$ cat src/rtl/data_bus_master_pkg.sv
// -----------------------------------------------------------------------------
// data_bus_master_pkg
// Shared types and constants for the memory-stage bus master.
//   bus_state_t : transaction FSM states
//   DEV_MEM/DEV_FP : device select codes carried in address bits [15:12]
//   BUS_W       : bus address/data width
// -----------------------------------------------------------------------------
`timescale 1ns/1ps
package data_bus_master_pkg;

  localparam int BUS_W = 16;

  localparam logic [3:0] DEV_MEM = 4'h0;
  localparam logic [3:0] DEV_FP  = 4'h1;

  typedef enum logic [1:0] {IDLE, REQ, LAT, DONE} bus_state_t;

endpackage

$ cat src/rtl/data_bus_master_if.sv
// -----------------------------------------------------------------------------
// data_bus_master_if
// Groups the pipeline request/response handshake and the avalon-side bus
// signals of the data bus master.
//   master modport : the bus master's view (drives strobes, address, response)
//   slave  modport : the environment's view (pipeline + bus slave)
// -----------------------------------------------------------------------------
`timescale 1ns/1ps
interface data_bus_master_if;

  // pipeline side
  logic                                  ReqValid;
  logic                                  ReqWrite;
  logic [data_bus_master_pkg::BUS_W-1:0] ReqAddr;
  logic [data_bus_master_pkg::BUS_W-1:0] ReqWdata;
  logic                                  Stall;
  logic                                  RespValid;
  logic [data_bus_master_pkg::BUS_W-1:0] RespData;
  logic                                  BusErr;
  logic                                  ErrSticky;

  // bus side
  logic [data_bus_master_pkg::BUS_W-1:0] DataAddr;
  logic [data_bus_master_pkg::BUS_W-1:0] BusWrData;
  logic [data_bus_master_pkg::BUS_W-1:0] BusRdData;
  logic                                  ReadData;
  logic                                  WriteData;
  logic                                  Waitreq;

  modport master (
    input  ReqValid, ReqWrite, ReqAddr, ReqWdata, BusRdData, Waitreq,
    output Stall, RespValid, RespData, BusErr, ErrSticky,
           DataAddr, BusWrData, ReadData, WriteData
  );

  modport slave (
    output ReqValid, ReqWrite, ReqAddr, ReqWdata, BusRdData, Waitreq,
    input  Stall, RespValid, RespData, BusErr, ErrSticky,
           DataAddr, BusWrData, ReadData, WriteData
  );

endinterface

$ cat src/rtl/data_bus_master.sv
// -----------------------------------------------------------------------------
// data_bus_master
// Memory-stage bus master: takes one load/store from the pipeline, presents
// it on the bus until Waitreq drops, waits out the fixed read latency, then
// issues a one-cycle response. A request stuck behind Waitreq is aborted after
// TIMEOUT_CYCLES cycles with BusErr and a sticky error flag.
//
// Ports:
//   clk  : system clock, rising edge
//   rst  : asynchronous active-high reset
//   bus  : data_bus_master_if.master (pipeline handshake + bus signals)
//
// Parameters:
//   READ_LATENCY   : 0..7 cycles from read acceptance to valid BusRdData
//   TIMEOUT_CYCLES : 1..255 Waitreq-high cycles tolerated in REQ
//
// State | Meaning
// IDLE  | waiting for ReqValid; latches the request when it appears
// REQ   | strobe on bus, holding address/data until Waitreq is low
// LAT   | read accepted, counting down to the read-data cycle
// DONE  | one-cycle response, pipeline released
// -----------------------------------------------------------------------------
`timescale 1ns/1ps
module data_bus_master
  import data_bus_master_pkg::*;
#(
  parameter int READ_LATENCY   = 1,
  parameter int TIMEOUT_CYCLES = 255
) (
  input  logic                   clk,
  input  logic                   rst,
  data_bus_master_if.master      bus
);

  // Counter load/compare values; LAT is never entered when READ_LATENCY is 0.
  localparam logic [2:0] LCNT_INIT = (READ_LATENCY > 0) ? 3'(READ_LATENCY - 1) : 3'd0;
  localparam logic [7:0] TCNT_LAST = 8'(TIMEOUT_CYCLES - 1);

  bus_state_t         state_q, state_d;
  logic               wr_q, wr_d;
  logic [BUS_W-1:0]   addr_q, addr_d;
  logic [BUS_W-1:0]   wdata_q, wdata_d;
  logic [BUS_W-1:0]   rdata_q, rdata_d;
  logic               err_q, err_d;
  logic               sticky_q, sticky_d;
  logic [7:0]         tcnt_q, tcnt_d;
  logic [2:0]         lcnt_q, lcnt_d;

  always_ff @(posedge clk or posedge rst) begin
    if (rst) begin
      state_q  <= IDLE;
      wr_q     <= 1'b0;
      addr_q   <= '0;
      wdata_q  <= '0;
      rdata_q  <= '0;
      err_q    <= 1'b0;
      sticky_q <= 1'b0;
      tcnt_q   <= '0;
      lcnt_q   <= '0;
    end else begin
      state_q  <= state_d;
      wr_q     <= wr_d;
      addr_q   <= addr_d;
      wdata_q  <= wdata_d;
      rdata_q  <= rdata_d;
      err_q    <= err_d;
      sticky_q <= sticky_d;
      tcnt_q   <= tcnt_d;
      lcnt_q   <= lcnt_d;
    end
  end

  always_comb begin
    state_d  = state_q;
    wr_d     = wr_q;
    addr_d   = addr_q;
    wdata_d  = wdata_q;
    rdata_d  = rdata_q;
    err_d    = err_q;
    sticky_d = sticky_q;
    tcnt_d   = tcnt_q;
    lcnt_d   = lcnt_q;

    unique case (state_q)
      IDLE: begin
        if (bus.ReqValid) begin
          addr_d  = bus.ReqAddr;
          wdata_d = bus.ReqWdata;
          wr_d    = bus.ReqWrite;
          tcnt_d  = '0;
          err_d   = 1'b0;
          state_d = REQ;
        end
      end

      REQ: begin
        if (!bus.Waitreq) begin
          if (wr_q) begin
            state_d = DONE;
          end else if (READ_LATENCY == 0) begin
            rdata_d = bus.BusRdData;
            state_d = DONE;
          end else begin
            lcnt_d  = LCNT_INIT;
            state_d = LAT;
          end
        end else if (tcnt_q == TCNT_LAST) begin
          // Abort: the response carries zero data and the error pulse.
          rdata_d  = '0;
          err_d    = 1'b1;
          sticky_d = 1'b1;
          state_d  = DONE;
        end else begin
          tcnt_d = tcnt_q + 8'd1;
        end
      end

      LAT: begin
        if (lcnt_q == 3'd0) begin
          rdata_d = bus.BusRdData;
          state_d = DONE;
        end else begin
          lcnt_d = lcnt_q - 3'd1;
        end
      end

      DONE: begin
        err_d   = 1'b0;
        state_d = IDLE;
      end

      default: state_d = IDLE;
    endcase
  end

  // Strobes decode straight from the state flop so an async reset drops them
  // in the same cycle.
  assign bus.ReadData  = (state_q == REQ) && !wr_q;
  assign bus.WriteData = (state_q == REQ) &&  wr_q;

  assign bus.Stall     = (state_q == IDLE) ? bus.ReqValid : (state_q != DONE);
  assign bus.RespValid = (state_q == DONE);
  assign bus.BusErr    = err_q;
  assign bus.ErrSticky = sticky_q;
  assign bus.RespData  = rdata_q;
  assign bus.DataAddr  = addr_q;
  assign bus.BusWrData = wdata_q;

endmodule

$ cat src/flat_wrapper.sv
// flat-port wrapper written by rule: the top's interface ports become plain ports
module data_bus_master_flat import data_bus_master_pkg::*;
#(
  parameter int READ_LATENCY   = 1,
  parameter int TIMEOUT_CYCLES = 255
)
  (clk, rst, bus_ReqValid, bus_ReqWrite, bus_ReqAddr, bus_ReqWdata, bus_BusRdData, bus_Waitreq, bus_Stall, bus_RespValid, bus_RespData, bus_BusErr, bus_ErrSticky, bus_DataAddr, bus_BusWrData, bus_ReadData, bus_WriteData);
  data_bus_master_if bus_i ();
  input  logic clk;
  input  logic rst;
  input wire logic [$bits(bus_i.ReqValid)-1:0] bus_ReqValid;
  input wire logic [$bits(bus_i.ReqWrite)-1:0] bus_ReqWrite;
  input wire logic [$bits(bus_i.ReqAddr)-1:0] bus_ReqAddr;
  input wire logic [$bits(bus_i.ReqWdata)-1:0] bus_ReqWdata;
  input wire logic [$bits(bus_i.BusRdData)-1:0] bus_BusRdData;
  input wire logic [$bits(bus_i.Waitreq)-1:0] bus_Waitreq;
  output wire logic [$bits(bus_i.Stall)-1:0] bus_Stall;
  output wire logic [$bits(bus_i.RespValid)-1:0] bus_RespValid;
  output wire logic [$bits(bus_i.RespData)-1:0] bus_RespData;
  output wire logic [$bits(bus_i.BusErr)-1:0] bus_BusErr;
  output wire logic [$bits(bus_i.ErrSticky)-1:0] bus_ErrSticky;
  output wire logic [$bits(bus_i.DataAddr)-1:0] bus_DataAddr;
  output wire logic [$bits(bus_i.BusWrData)-1:0] bus_BusWrData;
  output wire logic [$bits(bus_i.ReadData)-1:0] bus_ReadData;
  output wire logic [$bits(bus_i.WriteData)-1:0] bus_WriteData;
  assign bus_i.ReqValid = bus_ReqValid;
  assign bus_i.ReqWrite = bus_ReqWrite;
  assign bus_i.ReqAddr = bus_ReqAddr;
  assign bus_i.ReqWdata = bus_ReqWdata;
  assign bus_i.BusRdData = bus_BusRdData;
  assign bus_i.Waitreq = bus_Waitreq;
  assign bus_Stall = bus_i.Stall;
  assign bus_RespValid = bus_i.RespValid;
  assign bus_RespData = bus_i.RespData;
  assign bus_BusErr = bus_i.BusErr;
  assign bus_ErrSticky = bus_i.ErrSticky;
  assign bus_DataAddr = bus_i.DataAddr;
  assign bus_BusWrData = bus_i.BusWrData;
  assign bus_ReadData = bus_i.ReadData;
  assign bus_WriteData = bus_i.WriteData;
  data_bus_master #(.READ_LATENCY(READ_LATENCY), .TIMEOUT_CYCLES(TIMEOUT_CYCLES)) u_core (.clk(clk), .rst(rst), .bus(bus_i));
endmodule
$ cat config.mk
export PLATFORM = sky130hd
export DESIGN_NAME = data_bus_master_flat
export DESIGN_NICKNAME = d
export VERILOG_FILES = /design/src/rtl/data_bus_master_pkg.sv /design/src/rtl/data_bus_master_if.sv /design/src/rtl/data_bus_master.sv /design/src/flat_wrapper.sv
export SDC_FILE = /design/constraint.sdc
export NUM_CORES = 1
export LEC_CHECK = 0
export CAP_MARGIN = 30
export CORE_ASPECT_RATIO = 1.25
export CORE_MARGIN = 2
export CORE_UTILIZATION = 44
export CTS_CLUSTER_SIZE = 12
export DETAILED_ROUTE_END_ITERATION = 6
export PLACE_DENSITY = 0.8
export SYNTH_ARGS = -nofsm -noshare
export SYNTH_HDL_FRONTEND = slang
export SYNTH_SLANG_ARGS = --single-unit
$ cat constraint.sdc
create_clock -name clk -period 2.58 [get_ports clk]
set_input_delay 0.387 -clock clk [delete_from_list [all_inputs] [get_ports clk]]
set_output_delay 0.387 -clock clk [all_outputs]
set_load 0.03 [all_outputs]
* Yosys cells after proc, flatten, opt, wreduce, memory -nomap -nowiden
Index checks and enable logic that the tools add are counted.
** Word-level totals
- Register bits :: 64
- Latch bits :: 0
- Bits in writable memories :: 0
- Memory bits (read-only) :: 0
- Bits of input ports :: 53
- Output and inout bits :: 54
- Word-level logic and storage cells :: 63
- Memories :: 0
** Operators by class
- Add/sub/neg operators :: 2
- $mul :: 0
- Divide/modulo/power cells :: 0
- Magnitude comparators :: 0
- Equality and inequality tests :: 14
- Shift operators :: 0
- Muxes and demuxes :: 23
- Bitwise gates (word level) :: 0
- Reductions and logical operators :: 15
** Operators with widths (number)
- 2-to-1 mux 16 bit :: 3
- case mux 16 bit (2 select lines) :: 1
- 2-to-1 mux 8 bit :: 3
- case mux 8 bit (2 select lines) :: 1
- AND reduction 4 bit :: 4
- inequality test 2 bit, second input constant :: 7
- 2-to-1 mux 3 bit :: 3
- adder 8 x 1 -> 8 bit, second input constant :: 1
- == test 8 bit, second input constant :: 1
- 2-to-1 mux 2 bit :: 4
- case mux 2 bit (4 select lines) :: 1
- case mux 3 bit (2 select lines) :: 1
- AND reduction 3 bit :: 2
- 2-to-1 mux 1 bit :: 5
- == test 2 bit, second input constant :: 2
- inequality test 2 x 1 -> 1 bit, second input constant :: 2
- nonzero test 2 bit :: 2
- zero test 3 bit :: 1
- inequality test 3 x 2 -> 1 bit, second input constant :: 1
- case mux 1 bit (3 select lines) :: 1
- nonzero test 3 bit :: 1
- subtractor 3 x 1 -> 3 bit, second input constant :: 1
- == test 2 x 1 -> 1 bit, second input constant :: 1
- logical AND 1 bit :: 2
- other kinds (3) :: 3

* Depth between registers and ports, before layout
- Depth in word-level cells :: 4
- Mapped depth :: 8
- Gate-level depth less buffers :: 6

* Worst setup path after synthesis
Ideal clock, no wire load.
- Path kind :: reg2out
- Start point :: register u_core.state_q[1]
- End point :: output port bus_ReadData
- Data arrival time :: 1.695 ns
- Data required time :: 2.193 ns
- Path slack :: 0.498 ns
- Cell stages (with the launch flop) :: 6
- Buffers on the path :: 2
- Cell sequence :: dfrtp_1 > inv_1 > ha_1 > buf_2 > clkbuf_1 > nor2b_1
** Between the ends
- Cells in the longest elaborated chain, start to end :: 2
** Ends and longest elaborated chain
- from (decl) :: RTL line data_bus_master.sv:39 : bus_state_t state_q, state_d;
- from (signal assigned) :: RTL line data_bus_master.sv:61 : state_q <= state_d;
- == test 2 x 1 -> 1 bit :: RTL line data_bus_master.sv:138 : assign bus.ReadData = (state_q == REQ) && !wr_q;
- logical AND 1 bit :: RTL line data_bus_master.sv:138
- to (decl) :: RTL line flat_wrapper.sv:24 : output wire logic [$bits(bus_i.ReadData)-1:0] bus_ReadData;
Every way passes these cells.

* Final worst setup path
Ends and elaborated chain as after synthesis.

==> results <==
-- cell usage in the layout (no fill, tap or decap), types with 2 or more instances in the layout --
| cell type | instances |
|---|---|
| dfrtp_1 | 64 |
| o21ai_0 | 8 |
| a22o_2 | 10 |
| clkbuf_8 | 10 |
| nor3_1 | 3 |
| nand2_1 | 11 |
| ha_1 | 9 |
| inv_1 | 9 |
| nand3_1 | 6 |
| nand2b_1 | 2 |
| buf_4 | 7 |
| or4_1 | 4 |
| clkdlybuf4s50_1 | 105 |
| clkinvlp_4 | 2 |
| a22o_1 | 9 |
| nor2b_1 | 2 |
| mux2_2 | 35 |
| nor2_1 | 5 |
| a21oi_1 | 8 |
| o211ai_1 | 2 |
-- kinds of logic (layout without fill, tap and decap cells) --
kind of cell,Yosys count,in the layout,share of synthesized area (%)
compound gates,49,49,14.0
fa+ha+maj,9,9,3.91
buf+inv,21,139,4.21
mux,36,36,14.0
flops,64,64,55.6
simple gates,42,42,8.29
-- stage by stage --
step / util [%] / setup slack [ns] / instances
floorplan: - / 0.498 / 221
CTS: 65.6 / 0.0455 / 426
global placement: 62.4 / 0.403 / 410
detailed placement: 62.4 / 0.390 / 410
global route: 65.7 / 0.116 / 426
finish: 65.7 / 0.244 / 426
-- area by class of cell --
type                    count  area share [%]
clock buffers              10            3.25
clock inverters             6            1.60
inverters                  10           0.887
multi-input cells         136            27.5
flip-flops and latches     64            37.8
well taps                  87            2.57
repair buffers            113            26.4
-- registers in the layout (all words and copies together) (netlist names) --
signal and flops:
u_core.bus.BusErr 1, u_core.bus.BusWrData 16, u_core.wr_q 1, u_core.bus.RespData 16
u_core.bus.DataAddr 16, u_core.state_q 2, u_core.tcnt_q 8, u_core.lcnt_q 3
u_core.bus.ErrSticky 1
-- layer usage --
metal	up-vias	GRT usage (%)	routed length (um)
met5	-	0	0
met4	0	4.70	27
met3	2	5.54	291
met2	63	30.5	3370
met1	1064	22.4	2710
li1	1040	-	-
-- what timing repair did --
item / 4_1_cts / 5_1_grt
endpoints found under the setup margin: 0 / 1
setup buffers: 0 / 0
gates resized for setup: 0 / 2
-- worst max-delay path, delay by kind of cell (launching register included) --
family	cells	cell delay, ns
simple gates	1	0.16
flops	1	0.43
buf+inv	2	0.78
fa+ha+maj	1	0.25
-- how the worst max path moves through the flow --
stage          slack [ns]  cells after the start            to
2_1_floorplan        0.50                      5  bus_ReadData
3_3_place_gp         0.40                      4     bus_Stall
3_5_place_dp         0.39                      4     bus_Stall
4_1_cts              0.05                      5     bus_Stall
5_1_grt              0.12                      4  bus_ReadData
6_report             0.24                      4  bus_ReadData
-- power groups by stage --
stage / clock (mW) / combinational, mW / sequential, mW
after CTS: 0.894 / 2.82 / 1.66
after global routing: 0.938 / 2.96 / 1.72
final: 0.863 / 2.79 / 1.66
after floorplan: 0 / 1.10 / 2.37
after detailed placement: 0 / 2.83 / 1.68
after global placement: 0 / 2.77 / 1.65
==> metrics.log <==
INFO  metric outcome = finished clean
INFO  metric synth_top_cell_by_area = dfrtp_1
INFO  metric detailed_place_hpwl = 4.68 mm
INFO  metric cpPeakStageDelay = 0.68 ns
INFO  metric cts_buffers = 9
INFO  metric path_clk_slew = 0.08 ns
INFO  metric insertion_delay = 0.32 ns
INFO  metric synth_seq_cells = 64
INFO  metric start_util = 44.8%
INFO  metric area_delta_synth_final = 46.8%
INFO  metric routed_via_density = 5.09
INFO  metric timing_hold_violations_final = 0
INFO  metric cts.sink_count = 64
INFO  metric ys.warnings.count = 0
INFO  metric period_needed = 2.34 ns
INFO  metric netSwitchingPower = 2.13 mW
INFO  metric port_buffers = 106
INFO  metric drt_drc_violations_left = 0
INFO  metric post_synth_most_frequent_cells = dfrtp_1 (64), mux2_2 (35), nand2_1 (11), a22o_2 (10), inv_1 (10)
INFO  metric worstRegToRegCells = 5
INFO  metric place_congestion = 0.799
INFO  metric hold_slack = 0.467 ns
INFO  metric most_numerous_cell_in_the_yosys_netlist = dfrtp_1
INFO  metric max-slew-margin-rel = 48.5%
INFO  metric power.share.switching = 40.0%
INFO  metric layout-drive-gt1-share = 22.1%
INFO  metric p_clk_share = 16.2%
INFO  metric nFillCells = 528
INFO  metric avgRoutedWirePerCell = 15.0 um
INFO  metric tritoncts = done
INFO  metric timing_worst_slew_pin_value = 0.752 ns
INFO  metric placedInstanceArea = 4020 um2
INFO  metric fp-row-count = 33
INFO  metric finalNetCount = 396
INFO  metric maxCapViolations = 0
INFO  metric p_int = 3.19 mW
INFO  metric regToRegSetupSlack = 0.49 ns
INFO  metric vias = 2169
INFO  metric critPathLaunch = u_core.state_q[1]
INFO  metric endpoint_of_the_most_critical_register_to_register_path = u_core.tcnt_q[5]
INFO  metric synth_enable_flop_cells = 0
INFO  metric htreeDepth = 3
INFO  metric io-pin-count = 107
INFO  metric clockRootBuffer = clkbuf_8
INFO  metric synth_area = 2880 um2
INFO  metric drt_iter0_drc = 92
INFO  metric antenna_violations_before_repair = 0
INFO  metric post_synth.cell_area_avg = 13.0 um2
INFO  metric finalSetupViolations = 0
INFO  metric power_density = 1260 nW/um2
INFO  metric vdd_ir_drop_max = 663 uV
INFO  metric cp.required = 2.19 ns
INFO  metric period_share = 90.6%
INFO  metric grt_max_degree = 35
INFO  metric async_flop_share = 100%
INFO  metric r2r-start = u_core.state_q[0]
INFO  metric synth_instances = 221
INFO  metric seqCellArea = 1600 um2
INFO  metric seq_pwr_share = 31.3%
INFO  metric antenna_cells = 0
INFO  metric cp-end-kind = output pin
INFO  metric synth-seq-area-share = 55.6%
INFO  metric synth_flop_cell = dfrtp_1
INFO  metric cp.arrival = 1.95 ns
INFO  metric die_area = 7220 um2
INFO  metric first_pass_grt_wire_length = 10.3 mm
INFO  metric skew = 0.00636 ns
INFO  metric wire_length_after_detailed_routing = 6.40 mm
INFO  metric multi_input_area = 1160 um2
INFO  metric cp_cell_sequence = inv_1, ha_1, nor2b_1, clkdlybuf4s50_1
INFO  metric combinationalPowerShare = 52.5%
INFO  metric highest_clock_rate = 0.428 GHz
INFO  metric drtPass1Iterations = 4
INFO  metric grt-ovfl-total = 0
INFO  metric first_global_vias = 2120
INFO  metric ys_types = 42
INFO  metric coreArea = 6440 um2
INFO  metric final-max-slew-violation-count = 0
INFO  metric summed_negative_setup_slack_over_all_endpoints = 0 ns
INFO  metric die_height = 94.5 um
INFO  metric hold_path_class = primary input to async pin
INFO  metric rsz0062_at_grt = no
INFO  metric static-leakage-power = 1.79 nW
INFO  metric holdBufCountCts = 0
INFO  metric synth_nets = 283
INFO  metric worstSetupPathType = register to output pin
INFO  metric timing.critical_path.fanout_max = 6
INFO  metric start_kind = register
INFO  metric synth_largest_type_area_fraction = 55.6%
INFO  metric total_power = 5.31 mW
INFO  metric crit_slowest_cell = clkdlybuf4s50_1
INFO  metric detail_route_antenna_nets = 0
INFO  metric ctsLongestPathBuffers = 2
INFO  metric synthTopCellsByArea = dfrtp_1 (56%), mux2_2 (14%), ha_1 (3.9%), a22o_2 (3.5%), a22o_1 (2.7%)
INFO  metric finalInstanceArea = 4230 um2
INFO  metric die_x = 76.4 um
INFO  metric grt_util_all_layers = 17.9%
Note: power is estimated with default switching activity, not from simulation.
